[config.mk]
export PLATFORM = sky130hd
export DESIGN_NAME = sr595_tx
export DESIGN_NICKNAME = d
export VERILOG_FILES = /design/src/rtl/sr595_tx.sv
export SDC_FILE = /design/constraint.sdc
export NUM_CORES = 1
export LEC_CHECK = 0
export ABC_CLOCK_PERIOD_IN_PS = 3800
export CAP_MARGIN = 0
export CORE_ASPECT_RATIO = 0.75
export CORE_MARGIN = 5
export CORE_UTILIZATION = 57
export DETAILED_ROUTE_END_ITERATION = 12
export GPL_ROUTABILITY_DRIVEN = 0
export PLACE_DENSITY = 0.91
export SLEW_MARGIN = 20
export SYNTH_ARGS = -nofsm -noshare
export SYNTH_HDL_FRONTEND = slang
export SYNTH_SLANG_ARGS = --single-unit
[constraint.sdc]
create_clock -name clk_6144 -period 3.8 [get_ports clk_6144]
set_input_delay 0.38 -clock clk_6144 [delete_from_list [all_inputs] [get_ports clk_6144]]
set_output_delay 0.38 -clock clk_6144 [all_outputs]
set_load 0.1 [all_outputs]
[src/rtl/sr595_tx.sv]
`default_nettype none
// ============================================================================
// Module   : sr595_tx
// Purpose  : Serial transmitter for a 74HC595-style shift/latch chain.
//            Accepts a parallel word over valid/ready, shifts it out MSB-first
//            on sx/sclk, then strobes rclk. After reset an all-zero clear
//            frame is sent so the external latches start from a known state.
// Revision : 1.0 - initial release
// ============================================================================
module sr595_tx #(
  parameter int WIDTH = 16,
  parameter int DIV   = 2
) (
  input  logic             clk_6144,
  input  logic             reset,
  input  logic [WIDTH-1:0] load_data,
  input  logic             load_valid,
  output logic             load_ready,
  output logic             sx,
  output logic             sclk,
  output logic             rclk,
  output logic             busy,
  output logic             done,
  output logic [WIDTH-1:0] shown
);

  localparam int CW = (DIV > 1) ? $clog2(DIV) : 1;
  localparam int BW = $clog2(WIDTH);
  localparam logic [CW-1:0] C_DIV_LAST = CW'(DIV - 1);
  localparam logic [BW-1:0] C_BIT_LAST = BW'(WIDTH - 1);

  typedef enum logic [1:0] {
    S_IDLE  = 2'd0,
    S_SETUP = 2'd1,
    S_HIGH  = 2'd2,
    S_LATCH = 2'd3
  } state_t;

  state_t           state_q, state_d;
  logic [CW-1:0]    cnt_q,   cnt_d;
  logic [BW-1:0]    bit_q,   bit_d;
  logic [WIDTH-1:0] shreg_q, shreg_d;
  logic [WIDTH-1:0] frame_q, frame_d;
  logic [WIDTH-1:0] shown_q, shown_d;
  // Set by reset so the first non-reset edge is the clear frame's E0
  // rather than its second SETUP cycle.
  logic             hold_q,  hold_d;
  logic             done_q,  done_d;
  logic             sx_q,    sx_d;
  logic             sclk_q,  sclk_d;
  logic             rclk_q,  rclk_d;
  logic             ready_q, ready_d;
  logic             busy_q,  busy_d;

  logic             w_div_end;
  assign w_div_end = (cnt_q == C_DIV_LAST);

  // Next-state logic; pin outputs are derived from the next state so they
  // leave the block straight from flops.
  always_comb begin
    state_d = state_q;
    cnt_d   = cnt_q;
    bit_d   = bit_q;
    shreg_d = shreg_q;
    frame_d = frame_q;
    shown_d = shown_q;
    hold_d  = 1'b0;
    done_d  = 1'b0;

    case (state_q)
      S_IDLE: begin
        if (load_valid) begin
          state_d = S_SETUP;
          cnt_d   = '0;
          bit_d   = C_BIT_LAST;
          shreg_d = load_data;
          frame_d = load_data;
        end
      end
      S_SETUP: begin
        if (hold_q) begin
          cnt_d = '0;
        end else if (w_div_end) begin
          state_d = S_HIGH;
          cnt_d   = '0;
        end else begin
          cnt_d = cnt_q + CW'(1);
        end
      end
      S_HIGH: begin
        if (w_div_end) begin
          cnt_d   = '0;
          shreg_d = shreg_q << 1;
          if (bit_q == '0) begin
            state_d = S_LATCH;
          end else begin
            bit_d   = bit_q - BW'(1);
            state_d = S_SETUP;
          end
        end else begin
          cnt_d = cnt_q + CW'(1);
        end
      end
      S_LATCH: begin
        if (w_div_end) begin
          state_d = S_IDLE;
          cnt_d   = '0;
          done_d  = 1'b1;
          shown_d = frame_q;
        end else begin
          cnt_d = cnt_q + CW'(1);
        end
      end
      default: state_d = S_IDLE;
    endcase

    sx_d    = ((state_d == S_SETUP) || (state_d == S_HIGH)) ? shreg_d[WIDTH-1] : 1'b0;
    sclk_d  = (state_d == S_HIGH);
    rclk_d  = (state_d == S_LATCH);
    ready_d = (state_d == S_IDLE);
    busy_d  = (state_d != S_IDLE);
  end

  // State and output registers; reset arms an all-zero clear frame.
  always_ff @(posedge clk_6144) begin
    if (reset) begin
      state_q <= S_SETUP;
      cnt_q   <= '0;
      bit_q   <= C_BIT_LAST;
      shreg_q <= '0;
      frame_q <= '0;
      shown_q <= '0;
      hold_q  <= 1'b1;
      done_q  <= 1'b0;
      sx_q    <= 1'b0;
      sclk_q  <= 1'b0;
      rclk_q  <= 1'b0;
      ready_q <= 1'b0;
      busy_q  <= 1'b1;
    end else begin
      state_q <= state_d;
      cnt_q   <= cnt_d;
      bit_q   <= bit_d;
      shreg_q <= shreg_d;
      frame_q <= frame_d;
      shown_q <= shown_d;
      hold_q  <= hold_d;
      done_q  <= done_d;
      sx_q    <= sx_d;
      sclk_q  <= sclk_d;
      rclk_q  <= rclk_d;
      ready_q <= ready_d;
      busy_q  <= busy_d;
    end
  end

  assign load_ready = ready_q;
  assign sx         = sx_q;
  assign sclk       = sclk_q;
  assign rclk       = rclk_q;
  assign busy       = busy_q;
  assign done       = done_q;
  assign shown      = shown_q;

endmodule
`default_nettype wire

; Word level (Yosys, flattened, before mapping)
; Index checks and enable logic that the tools add are counted.
[classes]
add_sub_neg = 2
n_eq_ne = 9
bitwise_logic = 2
n_mux = 20
reduce_logical = 13
[op_table]
columns = cell, n
row1 = $mux W16, 2
row2 = $pmux W16 S2, 1
row3 = $mux W2, 6
row4 = $mux W4, 3
row5 = $eq A2 B2 Y1 const B, 4
row6 = $pmux W2 S4, 1
row7 = $pmux W4 S2, 1
row8 = $ne A2 B2 Y1 const B, 3
row9 = $reduce_or A2 Y1, 3
row10 = $mux W1, 5
row11 = $eq A2 B1 Y1 const B, 2
row12 = $logic_not A2 Y1, 2
row13 = $logic_not A4 Y1, 1
row14 = $reduce_and A2 Y1, 2
row15 = $reduce_and A4 Y1, 1
row16 = $reduce_bool A2 Y1, 2
row17 = $sub A4 B1 Y4 const B, 1
row18 = $pmux W1 S3, 1
row19 = $reduce_and A3 Y1, 1
row20 = $not A1 Y1, 2
row21 = $add A1 B1 Y1 const B, 1
row22 = $logic_or A1 B1 Y1, 1
[word_totals]
wordCells = 60
reg_bits = 62

; Logic depth before layout (Yosys ltp)
[logic_depth]
word_depth = 8
mapped_depth = 7
ltp_nobuf = 7

; Worst setup path before layout
; OpenSTA, ideal clock, no wires.
[synth_path]
path_type = reg2reg
from = register bit_q[0]
to = register sx_q, in the netlist sx
stages_incl_launch_ff = 8
setup_time_ns = 0.126
t_required_ns = 3.674
path_slack_ns = 2.132
synth_period_minus_slack_ns = 1.668
arrival_ns = 1.541
cell_sequence = dfxtp_1 > inv_1 > ha_1 > nor3b_1 > a221oi_2 > ha_1 > nand2b_1 > a21oi_1
[synth_via]
elab_chain_cells = 8
elab_cells_between_ends = 9
cone_classes = eq/ne: 2 / mux: 3 / bitwise: 1 / reduce/logical: 3
[synth_lines]
columns = element, line_no
row1 = start: declaration, 41  ; logic [BW-1:0] bit_q, bit_d;
row2 = start signal: assignment, 143  ; bit_q <= bit_d;
row3 = $logic_not A4 Y1 (*), 94  ; if (bit_q == '0) begin
row4 = $mux W2 (*), 94
row5 = $mux W2 (*), 91  ; if (w_div_end) begin
row6 = $pmux W2 S4 (*), 70  ; case (state_q)
row7 = $eq A2 B1 Y1 or $eq A2 B2 Y1 (tied branches), 117  ; sx_d = ((state_d == S_SETUP) || (state_d == S_HIGH)) ? shreg_d[WIDTH-1] : 1'b0;
row8 = $logic_or A1 B1 Y1 (*), 117
row9 = $not A1 Y1 (no line) (*), n/a
row10 = $reduce_or A2 Y1 (no line) (*), n/a
row11 = end signal: assignment, 135  ; sx_q <= 1'b0;
row12 = end signal: assignment, 149  ; sx_q <= sx_d;
row13 = end: declaration, 49  ; logic sx_q, sx_d;
; Every way passes the cells marked *; elsewhere a longest branch is shown, timed or not.
; A chain may end at the register's enable or synchronous reset.

; Worst setup path in the final report
[layout_path]
from = register state_q[0]
to = register sx_q, in the netlist sx
[layout_via]
elab_chain_cells = 7
elab_cells_between_ends = 16
cone_classes = eq/ne: 5 / mux: 7 / bitwise: 1 / reduce/logical: 3
[layout_lines]
columns = element, line_no
row1 = start: declaration, 39  ; state_t state_q, state_d;
row2 = start signal: assignment, 141  ; state_q <= state_d;
row3 = $mux W2, 83  ; end else if (w_div_end) begin
row4 = $mux W2, 81  ; if (hold_q) begin
row5 = $pmux W2 S4, 70
row6 = $eq A2 B1 Y1 or $eq A2 B2 Y1 (tied branches), 117
row7 = $logic_or A1 B1 Y1, 117
row8 = $not A1 Y1 (no line), n/a
row9 = $reduce_or A2 Y1 (no line), n/a
; Parallel ways exist; a longest one is shown, timed or not.

==> results.json <==
{
  "drive_gt1_frac": 0.07558,
  "cts_hold_buf": 0,
  "cp_slowest_cell": "dfxtp_1",
  "clock_latency_ps": 340,
  "combinationalPowerShare": 0.076,
  "worst_pin_slew_ps": 1046,
  "syn_avg_cell_area_um2": 8.377,
  "critPathBufInv": 1,
  "ys_ff_latch": 62,
  "drt_wl_total_um": 5852,
  "cts_max_level": 3,
  "dp_hpwl_um": 3698,
  "floorplan.initialDensity": 0.5886,
  "fin_crit_ps": 2265,
  "worstPathRequired_ps": 4070,
  "finalHoldViolations": 0,
  "worst_slack_ps": 1535,
  "yosys.area.top_type": "dfxtp_1",
  "nets": 362,
  "utilization": 0.7118,
  "period_share": 0.5960,
  "ys_warn_count": 0,
  "viasPerCell": 5.576,
  "clockBufferDepth": 2,
  "ir_drop_mv": 0.2498,
  "tritoncts": "built",
  "ys_seq_area_frac": 0.4749,
  "fin_area_um2": 3161,
  "path_class": "reg -> reg",
  "fp.coreArea_um2": 4441,
  "max_stage_delay_ps": 900,
  "rsz0062_at_grt": "false",
  "drc_errors": 0,
  "cts_resized": 0,
  "r2r_start": "state_q[0]",
  "post-cts-setup-buffers": 0,
  "worst_hold_path_type": "reg -> reg",
  "fmax_mhz": 441.6,
  "tns_ps": 0,
  "r2r_cells": 5,
  "cap_viol_max_count": 0,
  "hold_end": "shown[6]",
  "p_sw_uw": 351.2,
  "ff2ff_setup_slack_ps": 1540,
  "critPathLaunchType": "register",
  "grt_pass1_vias": 1998,
  "power_frac_seq": 0.500,
  "grt_max_degree": 62,
  "max_slew_margin": 0.3025,
  "dieArea_um2": 6054,
  "die_x_um": 88.19,
  "yosysUniqueCellTypes": 37,
  "power_density_nw_per_um2": 430.1,
  "preCtsSetupSlack_ps": 1419,
  "synth_area_um2": 2614,
  "synth_top_area_frac": 0.4749,
  "antenna_cells": 0,
  "hp-start": "frame_q[6]",
  "whs_ps": 449.9,
  "rows": 21,
  "skew_ps": 7.271,
  "cts-root-buf": "clkbuf_8",
  "endpoint_kind": "register",
  "p_leak_uw": 0.001201,
  "critPathTopFamily": "flip-flops",
  "vias": 2236,
  "path_clk_slew_ps": 70,
  "crit_chain": "inv_1 -> o2bb2ai_1 -> ha_1 -> nand2b_1 -> a21oi_1",
  "pwr-share-clk": 0.424,
  "place_area_um2": 2963,
  "overflow": 0,
  "portBuffers": 40,
  "first_pass_iters": 4,
  "pin_count": 41,
  "p_int_uw": 1008,
  "p_sw_frac": 0.2584,
  "crit_fanout": 28,
  "rr_endpoint": "sx",
  "post_drt_wl_per_cell_um": 14.59,
  "ant_nets": 0,
  "cts_made_buffers": 9,
  "drt-initial-drc-count": 172,
  "report.final.slew_viol_count": 0,
  "grt_util_all_layers": 0.2071,
  "synth_nets": 335,
  "numClockSinks": 62,
  "holdPathStages": 2,
  "finalSetupViolCount": 0,
  "synth_top_cells_by_area": "dfxtp_1 47%, a21oi_1 9.6%, nand2_1 9.3%",
  "status": "complete, no violations",
  "grt_antenna_before_repair": 0,
  "postSynthCellCount": 312,
  "cp.arrival_ps": 2530,
  "grt_pass1_wl_um": 9528,
  "die_y_um": 68.65,
  "synthToLayoutAreaGrowth_pct": 20.92
}
==> power groups by stage <==
stage	logic [uW]	clock network, uW	registers, uW
finish	104	576	680
global route	111	613	682
CTS	103	584	679
detailed placement	102	0	694
global placement	101	0	693
floorplan	64.4	0	696
==> worst max-delay path by stage <==
| stage | start | to | cells after the start |
|---|---|---|---|
| 2_1_floorplan | bit_q[0] | sx | 7 |
| 3_3_place_gp | state_q[1] | shown[0] | 3 |
| 3_5_place_dp | state_q[1] | shown[7] | 3 |
| 4_1_cts | state_q[1] | shown[13] | 3 |
| 5_1_grt | state_q[0] | sx | 5 |
| 6_report | state_q[0] | sx | 5 |
==> layer usage <==
| layer | track usage | routed length [um] | vias up |
|---|---|---|---|
| met5 | 0 | 0 | - |
| met4 | 0.08679 | 69 | 0 |
| met3 | 0.05938 | 355 | 11 |
| met2 | 0.3302 | 2759 | 85 |
| met1 | 0.2650 | 2667 | 1023 |
| li1 | - | - | 1117 |
==> layout by cell type, fill, tap and decap left out, drive strengths merged <==
| master | synthesis | routed |
|---|---|---|
| buf | 12 | 2 |
| dfxtp | 62 | 62 |
| nand3b | 3 | 3 |
| mux2i | 2 | 2 |
| bufinv | 0 | 1 |
| nor3b | 3 | 3 |
| a21oi | 50 | 50 |
| clkbuf | 13 | 9 |
| or3 | 2 | 2 |
| nand2 | 65 | 65 |
| o21ai | 34 | 34 |
| nand2b | 2 | 2 |
| or3b | 1 | 1 |
| o2bb2ai | 1 | 1 |
| ha | 4 | 4 |
| nor4 | 1 | 1 |
| and3 | 16 | 16 |
| nor2 | 4 | 4 |
| or4 | 2 | 2 |
| nand3 | 3 | 3 |
| a211oi | 1 | 1 |
| clkinvlp | 0 | 2 |
| o31ai | 1 | 1 |
| and4bb | 1 | 1 |
| clkdlybuf4s50 | 0 | 39 |
| nor2b | 4 | 4 |
| clkinv | 0 | 2 |
| a221oi | 1 | 1 |
| and3b | 16 | 16 |
| inv | 7 | 9 |
| and2b | 1 | 1 |
==> cell usage after synthesis (all sizes together) <==
cell	number
nor3b	3
a211oi	1
and3	16
nand3	3
buf	12
and3b	16
inv	7
o2bb2ai	1
clkbuf	13
a21oi	50
dfxtp	62
o31ai	1
nor2b	4
nor4	1
nand2	65
o21ai	34
and4bb	1
and2b	1
nor2	4
ha	4
nand2b	2
mux2i	2
or3	2
or4	2
a221oi	1
nand3b	3
or3b	1
==> worst register-to-register path, cell delays in order, from the launching register on <==
cell	delay, ps
dfxtp_1	900
inv_1	440
o2bb2ai_1	340
ha_1	330
nand2b_1	60
a21oi_1	130
==> cell families (layout without fill, tap and decap cells) <==
family / after synthesis / after routing / synth area share
fa+ha+maj: 4 / 4 / 0.01915
compound gates: 88 / 88 / 0.1757
mux: 2 / 2 / 0.009094
simple gates: 124 / 124 / 0.2633
flops: 62 / 62 / 0.4749
buf+inv: 32 / 64 / 0.05792
==> per-stage QoR <==
step,power (uW),std cells
5_1_grt,1406,401
4_1_cts,1366,401
2_1_floorplan,760.2,312
3_3_place_gp,793.5,385
6_report,1359,401
3_5_place_dp,796.0,385
==> flip-flops by register name, summed over array words and instances (netlist names), 2 cells and up <==
signal   cells
shown       16
frame_q     16
shreg_q     16
state_q      2
bit_q        4
==> layout make-up <==
type	instances	area (um^2)
clock buffer	9	123.9
inverter	7	26.28
clock inverter	7	72.57
tap	57	71.32
sequential	62	1242
multi-input combinational	218	1221
fill	324	1280
timing repair buffer	41	402.9
No activity file was read; power rests on OpenSTA's default activity.
==> RTL edit 1, RTL diff (same settings) <==
The parameter `WIDTH` goes from 16 to 8.
--- a/src/rtl/sr595_tx.sv
+++ b/src/rtl/sr595_tx.sv
@@ -8,7 +8,7 @@
 // Revision : 1.0 - initial release
 // ============================================================================
 module sr595_tx #(
-  parameter int WIDTH = 16,
+  parameter int WIDTH = 8,
   parameter int DIV   = 2
 ) (
   input  logic             clk_6144,
Interface: changed (resized load_data and shown); port bits go from 41 to 25. The function was not compared with the original's and may differ.
==> RTL edit 1 against the original RTL <==
Worst setup slack gained 19 ps. Global-route usage shrank 2.9 points. Cell count shrank 43%. Area after synthesis shrank 39%. Via count shrank 45%. Sequential cell count shrank 25. Total power shrank 43%. Synthesized cell count shrank 46%. Routed wire length shrank 44%. Design area shrank 40%. Combinational power shrank 31%. Count of clock-buffer cells in the layout shrank 3.
==> RTL edit 1: results (changes against the original RTL) <==
outcome:
  outcome: "finished, final reports clean"
finish:
  final-nonclk-buf-share_pct: 12.7  # -0.074 points
  fin_cells: 228  # -43%
  seq_share_pct: 39.1  # -0.24 points
  nClkBuffers: 6  # -3
  nets: 208  # -43%
  n_all_inverters: 16  # +9
  fillCellCount: 214  # -34%
  nMultiInputCombCells: 107  # -51%
  syn_to_final_growth_pct: 19.9
critical_path:
  crit_family: "buffers and inverters"
  crit_fanout: 27  # -3.6%
  critPathSlowestCell: "clkdlybuf4s50_1"
  critPathLaunch: "reset"
placed_design:
  dp.cells: 220  # -43%
  port_buffers: 24  # -40%
  place_hpwl_um: 2370  # -36%
timing:
  tightest_slew_ps: 979  # -66.9 ps
  hold_ws_ps: 454  # +3.71 ps
  fin_ws_ps: 1550  # +19.5 ps
power_and_ir_drop:
  ir_drop_uv: 275  # +10%
  leakage_uw: 0.000704  # -41%
drt:
  wl_met1_um: 1440  # -46%
  wl_met2_um: 1610  # -42%
  wl_um: 3270  # -44%
  drtIter0Drc: 70  # -59%
yosys:
  yosys-top-cells-area: "dfxtp_1, mux2i_1, nand2_1"
  synth_fp_nets: 186  # -44%
  syn_avg_cell_area_um2: 9.36  # +12%
  yosysSeqAreaShare_pct: 46.8  # -0.65 points
grt:
  first_global_vias: 1177  # -41%
  use_met1_pct: 21.0  # -5.5 points
  met3_usage_pct: 6.86  # +0.92 points
  grt_usage_pct: 17.8  # -2.9 points
clock_network:
  cts_max_level: 2  # -1
  insertion_delay_ps: 300  # -40 ps
  numCtsBuffers: 5  # -4
hold_path:
  min-delay-start: "shown[5]"
[RTL edit 1: cell types whose count changed in the layout (fill, tap and decap cells not counted), moves of 14 or more]
cell and delta:
nand2_1 -43, clkdlybuf4s50_1 -15, o21ai_0 -21, dfxtp_1 -24
and3b_1 -16, a21oi_1 -41, and3_1 -14
[RTL edit 1: logic make-up (layout without fill, tap and decap cells)]
group | after synthesis | count (layout) | share of synthesized area, %
compound gates | 34 | 34 | 14.9
fa+ha+maj | 6 | 6 | 4.75
buf+inv | 25 | 48 | 8.07
flops | 37 | 37 | 46.8
mux | 9 | 9 | 5.70
simple gates | 58 | 58 | 19.8
[RTL edit 1: worst min-delay path: stages (launching register included)]
cell and delay (ps):
dfxtp_1 310, nand2_1 50, a21oi_1 50
[RTL edit 1: power by group]
group / internal, µW / switching [µW]
Combinational: 27.3 / 44.9
Sequential: 396 / 11.6
Clock: 147 / 142
Total: 570 / 199
==> RTL edit 2, RTL diff (same flow settings) <==
Without the edit above. Re-encode `state_t` (4 states) as one-hot, 4 bits wide.
--- a/src/rtl/sr595_tx.sv
+++ b/src/rtl/sr595_tx.sv
@@ -29,11 +29,11 @@
   localparam logic [CW-1:0] C_DIV_LAST = CW'(DIV - 1);
   localparam logic [BW-1:0] C_BIT_LAST = BW'(WIDTH - 1);
 
-  typedef enum logic [1:0] {
-    S_IDLE  = 2'd0,
-    S_SETUP = 2'd1,
-    S_HIGH  = 2'd2,
-    S_LATCH = 2'd3
+  typedef enum logic [3:0] {
+    S_IDLE  = 4'b0001,
+    S_SETUP = 4'b0010,
+    S_HIGH  = 4'b0100,
+    S_LATCH = 4'b1000
   } state_t;
 
   state_t           state_q, state_d;
Check against the original RTL: no difference found for any inputs over 10 cycles, from zero or initial values and one cycle with reset high; not proved beyond that.
==> RTL edit 2 against the original RTL <==
Clock skew increased by 3.5 ps. Design area fell by 6.6%. Area after synthesis fell by 9.5%. Total power increased by 11%. First-iteration DRC count is 9.3% higher. Routed wire length fell by 13%. Global-route usage decreased by 1.1 points. Register-to-register slack better by 210 ps. Sequential cell count increased by 2. Synthesized cell count decreased by 9.9%. Clock power increased by 7.6%. Worst hold slack improved by 2.9 ps. Worst setup slack gained 65 ps. Critical endpoint is now shown[14]. Largest power group unchanged.
==> RTL edit 2: results (changes against the original RTL) <==
placed_design:
  place_hpwl_um: 3390  # -8.3%
  port_buffers: 40  # unchanged
  place_area_um2: 2740  # -7.6%
grt:
  use_met1_pct: 24.7  # -1.9 points
  met3_usage_pct: 7.22  # +1.3 points
  grt_max_degree: 64  # +3.2%
  grt_usage_pct: 19.6  # -1.1 points
  antenna_found_initial: 0  # unchanged
  grt.met2_usage_pct: 30.7  # -2.3 points
  grt_pass1_wl_um: 8490  # -11%
  first_global_vias: 1877  # -6.1%
outcome:
  outcome: "finished, final reports clean"
timing:
  hold_ws_ps: 453  # +2.87 ps
  fin_skew_ps: 10.8  # +3.49 ps
  slew_headroom_pct: 30.9  # +0.69 points
finish:
  drive_above_1_share_pct: 5.96  # -1.6 points
  fillCellCount: 306  # -5.6%
  nets: 334  # -7.7%
  diodes: 0  # unchanged
clock_network:
  post_cts_buffers: 0  # unchanged
  numCtsBuffers: 9  # unchanged
  cts_max_level: 3  # unchanged
  cts_root_buffer: "clkbuf_8"
  path_clk_slew_ps: 70  # about the same
  clk_path_buf_depth: 2  # unchanged
  insertion_delay_ps: 340  # about the same
  cts_resized: 0  # unchanged
drt:
  wl_per_cell_um: 13.7  # -6.2%
  drtIter0Drc: 188  # +9.3%
  dr.pass1.iters: 4  # unchanged
  viasPerCell: 5.41  # -2.9%
hold_path:
  min-delay-start: "frame_q[2]"
  hold_depth: 2  # unchanged
  min_path_type: "reg2reg"
power_and_ir_drop:
  leakage_uw: 0.00101  # -16%
  ir_drop_uv: 540  # +120%
critical_path:
  critPathSlowestCell: "clkdlybuf4s50_1"
  rrSetupSlack_ps: 1750  # +210 ps
  cp.arrival_ps: 1820  # -710 ps
  cpPeakStageDelay_ps: 1130  # +230 ps
  critPathLaunch: "shown[14]"
  reg2reg_depth: 4  # -1
  crit_fanout: 2  # -93%
  crit_family: "buffers and inverters"
  rr_startpoint: "state_q[0]"
yosys:
  synth_fp_nets: 301  # -10%
  ys_top_cells_by_count: "nand2_1, dfxtp_1, a21oi_1"
  yosys-top-cells-area: "dfxtp_1, nand2_1, a21oi_1"
  async_flop_share_pct: 0  # unchanged
  yosysUniqueCellTypes: 38  # +2.7%
  synth_ff_type: "dfxtp_1"
  yosysSeqAreaShare_pct: 54.2  # +6.7 points
  yosys_warnings: 0  # unchanged
## RTL edit 2: changes by cell type after synthesis, moves of 3 or more
cell and change:
a21oi_1 -15, nand2_1 +34, a31oi_1 +15, ha_1 -3, and3_1 -15, o21ai_0 -29
and3b_1 -15, o21ai_1 -5
## RTL edit 2: worst paths after layout
kind                                  end
worst max register to register         sx
worst min register to register   shown[2]
worst min-delay path             shown[2]
worst max-delay path            shown[14]
## RTL edit 2: layer usage
layer  wire, µm  share of wire (%)
met1       2290                 45
met2       2380                 47
met3        361                7.1
met4         82                1.6
met5          0                  0
## RTL edit 2: power by group
group	leakage, µW	switching [µW]	internal [µW]
Clock	0.000104	251	370
Combinational	0.000389	110	60.9
Sequential	0.000517	25.6	697
Total	0.00101	386	1130
## RTL edit 2: cells by family (layout without fill, tap and decap cells)
| kind of cell | Yosys count | count (layout) | synth area share (%) |
|---|---|---|---|
| AO/OA/AOI/OAI | 65 | 65 | 17.1 |
| XOR/XNOR | 1 | 1 | 0.370 |
| adder cells (fa/ha/maj) | 1 | 1 | 0.529 |
| buffers and inverters | 23 | 61 | 4.65 |
| flip-flops | 64 | 64 | 54.2 |
| AND/OR/NAND/NOR | 127 | 127 | 23.2 |
## RTL edit 2: cell type report
| type | instances | share of cell area, % |
|---|---|---|
| Tap cell | 55 | 2.33 |
| Multi-Input combinational cell | 194 | 33.0 |
| Clock buffer | 11 | 4.45 |
| Inverter | 5 | 0.636 |
| Clock inverter | 5 | 2.76 |
| Sequential cell | 64 | 43.4 |
| Timing Repair Buffer | 40 | 13.4 |
## RTL edit 2: stage by stage
stage | worst slack (ps) | instances | utilization, %
6_report | 1600 | 374 | 73.3
5_1_grt | 1550 | 374 | 73.3
4_1_cts | 1580 | 374 | 73.3
3_5_place_dp | 1710 | 358 | 68.0
3_3_place_gp | 1780 | 358 | 68.0
2_1_floorplan | 2230 | 281 | -
